### src/rtl/arith_sequencer_if.sv
// Command/response bundle between control logic and the arithmetic sequencer.
// No latency of its own; pure wiring.
// Backpressure via cmd_valid/cmd_ready and rsp_valid/rsp_ready handshakes.
interface arith_sequencer_if #(
    parameter int W = 4
);
    logic           cmd_valid;
    logic           cmd_ready;
    logic [1:0]     cmd_op;
    logic [W-1:0]   cmd_a;
    logic [W-1:0]   cmd_b;
    logic           rsp_valid;
    logic           rsp_ready;
    logic [2*W-1:0] rsp_data;
    logic           rsp_carry;
    logic           busy;

    // Controller side: issues commands, consumes responses.
    modport master (
        output cmd_valid, cmd_op, cmd_a, cmd_b, rsp_ready,
        input  cmd_ready, rsp_valid, rsp_data, rsp_carry, busy
    );

    // Sequencer side.
    modport slave (
        input  cmd_valid, cmd_op, cmd_a, cmd_b, rsp_ready,
        output cmd_ready, rsp_valid, rsp_data, rsp_carry, busy
    );
endinterface

### src/rtl/arith_sequencer.sv
// Multi-cycle ADD/SUB/MUL/DIV sequencer built from single-cycle add/sub/shift steps.
// Latency: k+1 cycles from accept to rsp_valid (k=1 ADD/SUB/DIV-by-0, k=W MUL/DIV).
// One op in flight; cmd_ready only in IDLE, result held in DONE until rsp_ready.
module arith_sequencer #(
    parameter int W = 4
) (
    input  logic             i_clk,
    input  logic             i_reset,
    arith_sequencer_if.slave io_seq
);
    // Counter indexes operand bits 0..W-1; W must be at least 2.
    localparam int CW = (W > 2) ? $clog2(W) : 1;

    localparam logic [1:0] OP_ADD = 2'b00;
    localparam logic [1:0] OP_SUB = 2'b01;
    localparam logic [1:0] OP_MUL = 2'b10;
    localparam logic [1:0] OP_DIV = 2'b11;

    typedef enum logic [1:0] {S_IDLE, S_EXEC, S_DONE} state_t;

    state_t         r_state;
    state_t         w_state_nxt;

    logic [1:0]     r_op;
    logic [W-1:0]   r_a;
    logic [W-1:0]   r_b;
    logic [CW-1:0]  r_cnt;
    logic [2*W-1:0] r_acc;
    logic [W-1:0]   r_rem;
    logic [W-1:0]   r_quo;
    logic [2*W-1:0] r_res;
    logic           r_carry;

    logic           w_cmd_ready;
    logic           w_rsp_valid;
    logic           w_busy;
    logic           w_accept;
    logic           w_last;
    logic           w_div_zero;
    logic [W:0]     w_sum;
    logic [W:0]     w_diff;
    logic [CW-1:0]  w_div_idx;
    logic [W:0]     w_rem_sh;
    logic [W:0]     w_rem_sub;
    logic [2*W-1:0] w_acc_nxt;
    logic [W-1:0]   w_rem_nxt;
    logic [W-1:0]   w_quo_nxt;
    logic [2*W-1:0] w_res_nxt;
    logic           w_carry_nxt;

    assign w_accept   = io_seq.cmd_valid & w_cmd_ready;
    assign w_div_zero = (r_b == '0);

    // ADD, SUB and divide-by-zero finish in one step; MUL/DIV walk all W bits.
    assign w_last = (r_op == OP_ADD) || (r_op == OP_SUB) ||
                    ((r_op == OP_DIV) && w_div_zero) ||
                    (r_cnt == CW'(W - 1));

    // State register.
    always_ff @(posedge i_clk) begin
        if (i_reset) r_state <= S_IDLE;
        else         r_state <= w_state_nxt;
    end

    // Next state and handshake outputs, all decoded from registered state.
    always_comb begin
        w_state_nxt = r_state;
        w_cmd_ready = 1'b0;
        w_rsp_valid = 1'b0;
        w_busy      = 1'b1;
        case (r_state)
            S_IDLE: begin
                w_cmd_ready = 1'b1;
                w_busy      = 1'b0;
                if (io_seq.cmd_valid) w_state_nxt = S_EXEC;
            end
            S_EXEC: begin
                if (w_last) w_state_nxt = S_DONE;
            end
            S_DONE: begin
                w_rsp_valid = 1'b1;
                if (io_seq.rsp_ready) w_state_nxt = S_IDLE;
            end
            default: w_state_nxt = S_IDLE;
        endcase
    end

    // One primitive step: add/sub, shift-add multiply bit, restoring divide bit.
    always_comb begin
        w_sum     = {1'b0, r_a} + {1'b0, r_b};
        w_diff    = {1'b0, r_a} - {1'b0, r_b};
        // Dividend bits are consumed MSB first.
        w_div_idx = CW'(W - 1) - r_cnt;
        w_rem_sh  = {r_rem, r_a[w_div_idx]};
        w_rem_sub = w_rem_sh - {1'b0, r_b};

        w_acc_nxt = r_acc;
        if (r_b[r_cnt]) w_acc_nxt = r_acc + ({{W{1'b0}}, r_a} << r_cnt);

        w_rem_nxt = w_rem_sh[W-1:0];
        w_quo_nxt = {r_quo[W-2:0], 1'b0};
        if (w_rem_sh >= {1'b0, r_b}) begin
            w_rem_nxt    = w_rem_sub[W-1:0];
            w_quo_nxt[0] = 1'b1;
        end

        w_res_nxt   = '0;
        w_carry_nxt = 1'b0;
        case (r_op)
            OP_ADD: begin
                w_res_nxt   = {{W{1'b0}}, w_sum[W-1:0]};
                w_carry_nxt = w_sum[W];
            end
            OP_SUB: begin
                // Borrow out of the W+1-bit difference is exactly a<b.
                w_res_nxt   = {{W{1'b0}}, w_diff[W-1:0]};
                w_carry_nxt = w_diff[W];
            end
            OP_MUL: begin
                w_res_nxt = w_acc_nxt;
            end
            default: begin
                if (w_div_zero) begin
                    w_res_nxt   = {r_a, {W{1'b1}}};
                    w_carry_nxt = 1'b1;
                end else begin
                    w_res_nxt = {w_rem_nxt, w_quo_nxt};
                end
            end
        endcase
    end

    // Operand capture on accept, iteration state during EXEC, result latch on last step.
    always_ff @(posedge i_clk) begin
        if (i_reset) begin
            r_op    <= OP_ADD;
            r_a     <= '0;
            r_b     <= '0;
            r_cnt   <= '0;
            r_acc   <= '0;
            r_rem   <= '0;
            r_quo   <= '0;
            r_res   <= '0;
            r_carry <= 1'b0;
        end else begin
            case (r_state)
                S_IDLE: begin
                    if (w_accept) begin
                        r_op  <= io_seq.cmd_op;
                        r_a   <= io_seq.cmd_a;
                        r_b   <= io_seq.cmd_b;
                        r_cnt <= '0;
                        r_acc <= '0;
                        r_rem <= '0;
                        r_quo <= '0;
                    end
                end
                S_EXEC: begin
                    r_cnt <= r_cnt + CW'(1);
                    r_acc <= w_acc_nxt;
                    r_rem <= w_rem_nxt;
                    r_quo <= w_quo_nxt;
                    if (w_last) begin
                        r_res   <= w_res_nxt;
                        r_carry <= w_carry_nxt;
                    end
                end
                default: ;
            endcase
        end
    end

    assign io_seq.cmd_ready = w_cmd_ready;
    assign io_seq.rsp_valid = w_rsp_valid;
    assign io_seq.busy      = w_busy;
    assign io_seq.rsp_data  = r_res;
    assign io_seq.rsp_carry = r_carry;
endmodule

### src/flat_wrapper.sv
// flat-port wrapper written by rule: the top's interface ports become plain ports
module arith_sequencer_flat 
#(
    parameter int W = 4
)
  (i_clk, i_reset, io_seq_cmd_valid, io_seq_cmd_op, io_seq_cmd_a, io_seq_cmd_b, io_seq_rsp_ready, io_seq_cmd_ready, io_seq_rsp_valid, io_seq_rsp_data, io_seq_rsp_carry, io_seq_busy);
  arith_sequencer_if #(.W(W)) io_seq_i ();
  input  logic i_clk;
  input  logic i_reset;
  input wire logic [$bits(io_seq_i.cmd_valid)-1:0] io_seq_cmd_valid;
  input wire logic [$bits(io_seq_i.cmd_op)-1:0] io_seq_cmd_op;
  input wire logic [$bits(io_seq_i.cmd_a)-1:0] io_seq_cmd_a;
  input wire logic [$bits(io_seq_i.cmd_b)-1:0] io_seq_cmd_b;
  input wire logic [$bits(io_seq_i.rsp_ready)-1:0] io_seq_rsp_ready;
  output wire logic [$bits(io_seq_i.cmd_ready)-1:0] io_seq_cmd_ready;
  output wire logic [$bits(io_seq_i.rsp_valid)-1:0] io_seq_rsp_valid;
  output wire logic [$bits(io_seq_i.rsp_data)-1:0] io_seq_rsp_data;
  output wire logic [$bits(io_seq_i.rsp_carry)-1:0] io_seq_rsp_carry;
  output wire logic [$bits(io_seq_i.busy)-1:0] io_seq_busy;
  assign io_seq_i.cmd_valid = io_seq_cmd_valid;
  assign io_seq_i.cmd_op = io_seq_cmd_op;
  assign io_seq_i.cmd_a = io_seq_cmd_a;
  assign io_seq_i.cmd_b = io_seq_cmd_b;
  assign io_seq_i.rsp_ready = io_seq_rsp_ready;
  assign io_seq_cmd_ready = io_seq_i.cmd_ready;
  assign io_seq_rsp_valid = io_seq_i.rsp_valid;
  assign io_seq_rsp_data = io_seq_i.rsp_data;
  assign io_seq_rsp_carry = io_seq_i.rsp_carry;
  assign io_seq_busy = io_seq_i.busy;
  arith_sequencer #(.W(W)) u_core (.i_clk(i_clk), .i_reset(i_reset), .io_seq(io_seq_i));
endmodule
### config.mk
export PLATFORM = sky130hd
export DESIGN_NAME = arith_sequencer_flat
export DESIGN_NICKNAME = d
export VERILOG_FILES = /design/src/rtl/arith_sequencer_if.sv /design/src/rtl/arith_sequencer.sv /design/src/flat_wrapper.sv
export SDC_FILE = /design/constraint.sdc
export NUM_CORES = 1
export LEC_CHECK = 0
export ABC_AREA = 1
export CORE_MARGIN = 2
export CORE_UTILIZATION = 35
export DETAILED_ROUTE_END_ITERATION = 8
export SYNTH_ARGS = -nofsm -noshare
export SYNTH_HDL_FRONTEND = slang
export SYNTH_SLANG_ARGS = --single-unit
### constraint.sdc
create_clock -name i_clk -period 6 [get_ports i_clk]
set_input_delay 0.6 -clock i_clk [delete_from_list [all_inputs] [get_ports i_clk]]
set_output_delay 0.6 -clock i_clk [all_outputs]
set_load 0.03 [all_outputs]
==> flow_metrics.py, run 1 <==
metrics = {
    "status": {
        "status": "completed",
    },
    "finish": {
        "fin_nets": 454,
        "drive_above_1_share": 0.0719,
        "fin_util": 0.423,
        "syn_to_final_growth_pct": 16.3,
        "num_antenna_cells": 0,
        "fillers": 797,
    },
    "power_and_ir_drop": {
        "p_leak_nw": 1.36,
        "power_density_nw_per_um2": 246,
        "p_total_mw": 0.758,
        "ir_worst_vdd_uv": 146,
    },
    "cts": {
        "clk-insertion-delay-late_ns": 0.30,
        "cts_resized": 0,
        "cts_buffer_depth": 2,
        "cts.reportedPaths.clkPinSlew_ns": 0.08,
        "h-tree-depth": 2,
        "cts_tree": "built",
        "cts_made_buffers": 5,
        "root_buffer": "clkbuf_8",
        "postCtsSetupBuffers": 0,
        "ctsHoldBuffers": 0,
        "clock-sinks": 38,
    },
    "critical_path": {
        "cp-end-kind": "flip-flop",
        "r2r_setup_slack_ns": 3.49,
        "critPathTopFamily": "compound AO/OA/AOI/OAI gates",
        "r2r-end": "u_core.io_seq.rsp_data[4]",
        "ff2ff_path_depth": 13,
        "crit_fanout": 12,
        "crit_type": "reg2reg",
        "cp.arrival_ns": 2.76,
        "path_common_cell": "nand2_1",
        "slowest_stage": "dfxtp_1",
        "rr_startpoint": "u_core.r_cnt[0]",
        "max_stage_delay_ns": 0.54,
        "crit_chain": "o21ai_0 > o21ai_0 > inv_1 > ha_1 > nand2_1 > nand3_1 > nand2_1 > nand2_1 > o21ai_0 > nand2_1 > nand3_1 > nand2_1 > inv_1",
        "cp.required_ns": 6.25,
        "crit_buf_inv": 2,
        "start_kind": "flip-flop",
    },
    "floorplanning": {
        "die_w_um": 91.0,
        "die_y_um": 91.0,
        "start_util": 0.363,
        "fp.dieArea_sq_um": 8280,
        "core_sq_um": 7290,
        "ios": 26,
        "rows": 31,
    },
    "logic_synthesis": {
        "netlist-cell-type-count": 32,
        "syn_inst": 394,
        "ys_seq_elements": 38,
        "synth_area_per_cell_sq_um": 6.72,
        "synth_area_sq_um": 2650,
        "synth.most_common_cell": "nand2_1",
        "yosys.area.top_type": "dfxtp_1",
        "ys_warn_count": 0,
        "ys_seq_area_frac": 0.287,
        "synthTopCellsByArea": "dfxtp_1, nand2_1, ha_1",
        "synth_async_sr_flop_share": 0,
        "synthTopCellsByCount": "nand2_1, inv_1, a21oi_1",
        "yosysTopAreaCellShare": 0.287,
        "synth_edf_count": 0,
        "synth_nets": 432,
        "synth_ff_type": "dfxtp_1",
    },
    "routing": {
        "drtPass1Iterations": 4,
        "viasPerCell": 5.05,
        "ant_nets": 0,
        "routed-via-count": 2604,
        "drc": 0,
        "finalWirelength_um": 6940,
        "drt_iter0_drc": 207,
        "avgRoutedWirePerCell_um": 13.5,
    },
    "sta": {
        "fin_crit_sh": 0.418,
        "layout_setup_ws_ns": 3.49,
        "setup_tns_ns": 0,
        "hold_viol": 0,
        "rsz0062_at_grt": "no",
        "fin_crit_ns": 2.51,
        "relSlewSlack": 0.368,
        "worst_pin_slew_ns": 0.944,
        "drv_slew": 0,
        "fin_skew_ns": 0.00704,
        "max_freq_mhz": 398,
        "finalSetupViolCount": 0,
    },
    "placed_design": {
        "hpwl_um": 5140,
        "gp_congestion": 0.881,
        "preCtsSetupSlack_ns": 3.41,
        "io_buffers": 25,
    },
    "min_path": {
        "min_from": "u_core.r_rem[3]",
        "hp-class": "reg2reg",
        "hold_end": "u_core.r_rem[3]",
        "holdPathStages": 2,
    },
    "global_route": {
        "antenna_found_initial": 0,
        "gr-usage-all-layers": 0.178,
        "grt_pass1_wl_um": 11900,
        "grt.overflow.total": 0,
        "grt_pass1_vias": 2464,
        "grt_max_degree": 25,
    },
    "job": {
        "maxCapViolCount": 0,
    },
}
[cells by family (layout without fill, tap and decap cells)]
group / count (synthesis) / in the layout / synth area share
flip-flops: 38 / 38 / 0.287
AO/OA/AOI/OAI: 81 / 81 / 0.168
adder cells (fa/ha/maj): 24 / 24 / 0.125
buffers and inverters: 61 / 84 / 0.0931
AND/OR/NAND/NOR: 188 / 188 / 0.320
XOR/XNOR: 2 / 2 / 0.00661
[state kept, by name, indices dropped and copies added (netlist names)]
| signal | cells |
|---|---|
| u_core.r_acc | 8 |
| u_core.r_a | 4 |
| u_core.r_quo | 3 |
| u_core.r_rem | 4 |
| u_core.io_seq.rsp_data | 8 |
| u_core.r_state | 2 |
| u_core.r_cnt | 2 |
| u_core.r_b | 4 |
| u_core.r_op | 2 |
| u_core.io_seq.rsp_carry | 1 |
[layout make-up]
class / count / area, sq um / area share
tap: 99 / 124 / 0.0402
sequential: 38 / 761 / 0.247
inverter: 50 / 189 / 0.0613
clock inverter: 3 / 40.0 / 0.0130
multi-input combinational: 295 / 1640 / 0.533
timing repair buffer: 26 / 258 / 0.0836
clock buffer: 5 / 68.8 / 0.0223
[stage by stage]
stage,hold slack [ns],instances,area [sq um]
2_1_floorplan,0.441,394,2650
3_3_place_gp,0.455,508,2970
3_5_place_dp,0.457,508,2970
4_1_cts,0.469,516,3080
5_1_grt,0.497,516,3080
6_report,0.467,516,3080
[placed cells by master (no fill, tap or decap), drive strengths merged, types with 6 or more instances in the layout]
master | Yosys | final
nor2 | 34 | 34
o21ai | 28 | 28
inv | 49 | 49
ha | 20 | 20
nand2 | 96 | 96
dfxtp | 38 | 38
nand3 | 37 | 37
nor3 | 6 | 6
o211ai | 7 | 7
clkdlybuf4s50 | 0 | 25
a21oi | 43 | 43
[worst register-to-register path: stages (launching register included)]
cell and delay, ns:
dfxtp_1 0.54, o21ai_0 0.17, o21ai_0 0.38, inv_1 0.11, ha_1 0.36, nand2_1 0.11
nand3_1 0.10, nand2_1 0.07, nand2_1 0.04, o21ai_0 0.25, nand2_1 0.08, nand3_1 0.14
nand2_1 0.07, inv_1 0.04
[layer usage]
layer	part of all wire	vias up	GRT usage
met4	0.016	0	0.0556
met3	0.060	8	0.0299
met5	0	-	0
li1	-	1344	-
met2	0.44	83	0.284
met1	0.49	1169	0.245
[power breakdown]
group          leakage (nW)  internal (mW)  switching (mW)
sequential            0.310          0.270          0.0187
combinational         0.992         0.0866           0.162
clock                0.0579          0.123          0.0982
[worst max path at each step]
stage	from	endpoint	slack, ns	cells past startpoint
3_5_place_dp	i_reset	u_core.r_a[2]	3.41	4
6_report	u_core.r_cnt[0]	u_core.io_seq.rsp_data[4]	3.49	13
5_1_grt	u_core.r_cnt[0]	u_core.io_seq.rsp_data[4]	3.18	13
3_3_place_gp	i_reset	u_core.r_b[3]	3.45	4
2_1_floorplan	u_core.r_cnt[0]	u_core.io_seq.rsp_data[6]	4.00	12
4_1_cts	u_core.r_cnt[0]	u_core.io_seq.rsp_data[4]	3.50	13
Note: power is estimated with default switching activity, not from simulation.
==> run 2: changes to the inputs <==
==> constraint.sdc (replaced) <==
create_clock -name i_clk -period 2.45 [get_ports i_clk]
set_input_delay 0.245 -clock i_clk [delete_from_list [all_inputs] [get_ports i_clk]]
set_output_delay 0.245 -clock i_clk [all_outputs]
set_load 0.03 [all_outputs]
==> flow_metrics.py, run 2 (synthesis gave the netlist of run 1 again) <==
metrics = {
    "floorplanning": {
        "rows": 31,
        "core_sq_um": 7290,
        "start_util": 0.363,
        "ios": 26,
        "die_w_um": 91.0,
        "fp.dieArea_sq_um": 8280,
        "die_y_um": 91.0,
    },
    "routing": {
        "ant_nets": 0,
        "avgRoutedWirePerCell_um": 13.6,
        "drtPass1Iterations": 5,
        "finalWirelength_um": 7100,
        "drt_iter0_drc": 182,
        "viasPerCell": 4.99,
        "routed-via-count": 2598,
        "drc": 0,
    },
    "sta": {
        "fin_crit_ns": 2.24,
        "worst_pin_slew_ns": 0.591,
        "max_freq_mhz": 446,
        "layout_setup_ws_ns": 0.210,
        "finalSetupViolCount": 0,
        "hold_viol": 0,
        "fin_crit_sh": 0.914,
        "relSlewSlack": 0.605,
        "drv_slew": 0,
        "fin_skew_ns": 0.0116,
    },
    "critical_path": {
        "rr_startpoint": "u_core.r_cnt[1]",
        "cp.arrival_ns": 2.45,
        "start_kind": "flip-flop",
        "slowest_stage": "dfxtp_1",
        "endpoint": "u_core.io_seq.rsp_data[7]",
        "crit_type": "reg2reg",
        "critPathLaunch": "u_core.r_cnt[1]",
        "r2r_setup_slack_ns": 0.21,
        "cp-end-kind": "flip-flop",
        "ff2ff_path_depth": 11,
        "cp.required_ns": 2.66,
        "path_common_cell": "nor2_1",
        "max_stage_delay_ns": 0.53,
        "crit_fanout": 11,
        "r2r-end": "u_core.io_seq.rsp_data[7]",
        "crit_chain": "inv_1 > o21ai_0 > ha_1 > a21oi_1 > nor2_1 > nor2_1 > nand2_1 > nand3b_1 > nand2_1 > a21oi_2 > nor2_1",
    },
    "placed_design": {
        "preCtsSetupSlack_ns": 0.118,
        "hpwl_um": 5270,
        "io_buffers": 25,
        "gp_congestion": 0.946,
        "place_inst": 512,
    },
    "cts": {
        "cts_buffer_depth": 2,
        "h-tree-depth": 2,
        "root_buffer": "clkbuf_8",
        "clock-sinks": 38,
        "cts_tree": "built",
        "cts_made_buffers": 5,
        "clk-insertion-delay-late_ns": 0.31,
        "ctsHoldBuffers": 0,
        "cts.reportedPaths.clkPinSlew_ns": 0.09,
    },
    "global_route": {
        "grt.overflow.total": 0,
        "antenna_found_initial": 0,
        "grt_max_degree": 24,
        "grt_pass1_vias": 2474,
        "grt_pass1_wl_um": 12000,
        "gr-usage-all-layers": 0.181,
    },
    "power_and_ir_drop": {
        "p_leak_nw": 1.37,
        "p_total_mw": 1.82,
        "power_density_nw_per_um2": 583,
        "ir_worst_vdd_uv": 255,
    },
    "status": {
        "status": "completed",
    },
    "finish": {
        "num_antenna_cells": 0,
        "fin_util": 0.428,
        "stdcell_count": 521,
        "final_common_cell": "nand2_1",
        "fin_nets": 459,
        "seqCellArea_sq_um": 762,
        "drive_above_1_share": 0.0877,
        "fillers": 819,
        "final_cell_mix": "nand2_1, inv_1, a21oi_1, dfxtp_1, nand3_1",
        "multi_input_area_sq_um": 1650,
        "syn_to_final_growth_pct": 17.8,
    },
    "job": {
        "maxCapViolCount": 0,
    },
    "min_path": {
        "hp-class": "reg2reg",
    },
}
==> run 2: layer usage <==
metal  wire (um)  up-vias  GRT usage
met4         139        0     0.0720
met1        3370     1163      0.257
met5           0        -          0
met2        3170       74      0.273
met3         424       10     0.0290
li1            -     1351          -
==> run 2: area by class of cell <==
| class | instances | share of cell area |
|---|---|---|
| Multi-Input combinational cell | 295 | 0.530 |
| Sequential cell | 38 | 0.244 |
| Timing Repair Buffer | 31 | 0.0947 |
| Inverter | 50 | 0.0606 |
| Tap cell | 99 | 0.0397 |
| Clock buffer | 6 | 0.0265 |
| Clock inverter | 2 | 0.00401 |
==> run 2: what timing repair did <==
item,CTS,global route
gates resized for setup,0,6
setup endpoints to repair,0,12
setup buffers,0,1
==> run 2: critical path: cells and delay by family, from the launching register on <==
kind | cells | cell delay (ns)
and+or+nand+nor | 6 | 0.47
DFF | 1 | 0.53
buffers and inverters | 1 | 0.14
AOI/OAI and AO/OA | 3 | 0.67
adders and majority gates | 1 | 0.33
==> run 2: metrics by stage <==
stage,hold WS [ns],area (sq um),setup TNS (ns)
floorplan,0.323,2650,0
global placement,0.454,3000,0
detailed placement,0.466,3000,0
CTS,0.480,3100,0
global route,0.496,3120,-0.00120
finish,0.476,3120,0
==> run 2: how the worst min path moves through the flow <==
| stage | startpoint | endpoint | slack (ns) | depth (start not counted) |
|---|---|---|---|---|
| 3_5_place_dp | u_core.r_quo[2] | u_core.r_quo[2] | 0.47 | 2 |
| 3_3_place_gp | u_core.r_quo[2] | u_core.r_quo[2] | 0.45 | 2 |
| 4_1_cts | u_core.r_rem[3] | u_core.r_rem[3] | 0.48 | 2 |
| 2_1_floorplan | i_reset | u_core.r_cnt[0] | 0.32 | 1 |
| 6_report | u_core.r_quo[2] | u_core.r_quo[2] | 0.48 | 2 |
| 5_1_grt | u_core.r_rem[3] | u_core.r_rem[3] | 0.50 | 2 |
==> run 2: where the power goes <==
part | switching [mW] | leakage, nW | internal, mW | total (mW)
logic | 0.401 | 1.01 | 0.229 | 0.630
registers | 0.0479 | 0.311 | 0.662 | 0.710
clock network | 0.253 | 0.0472 | 0.227 | 0.479
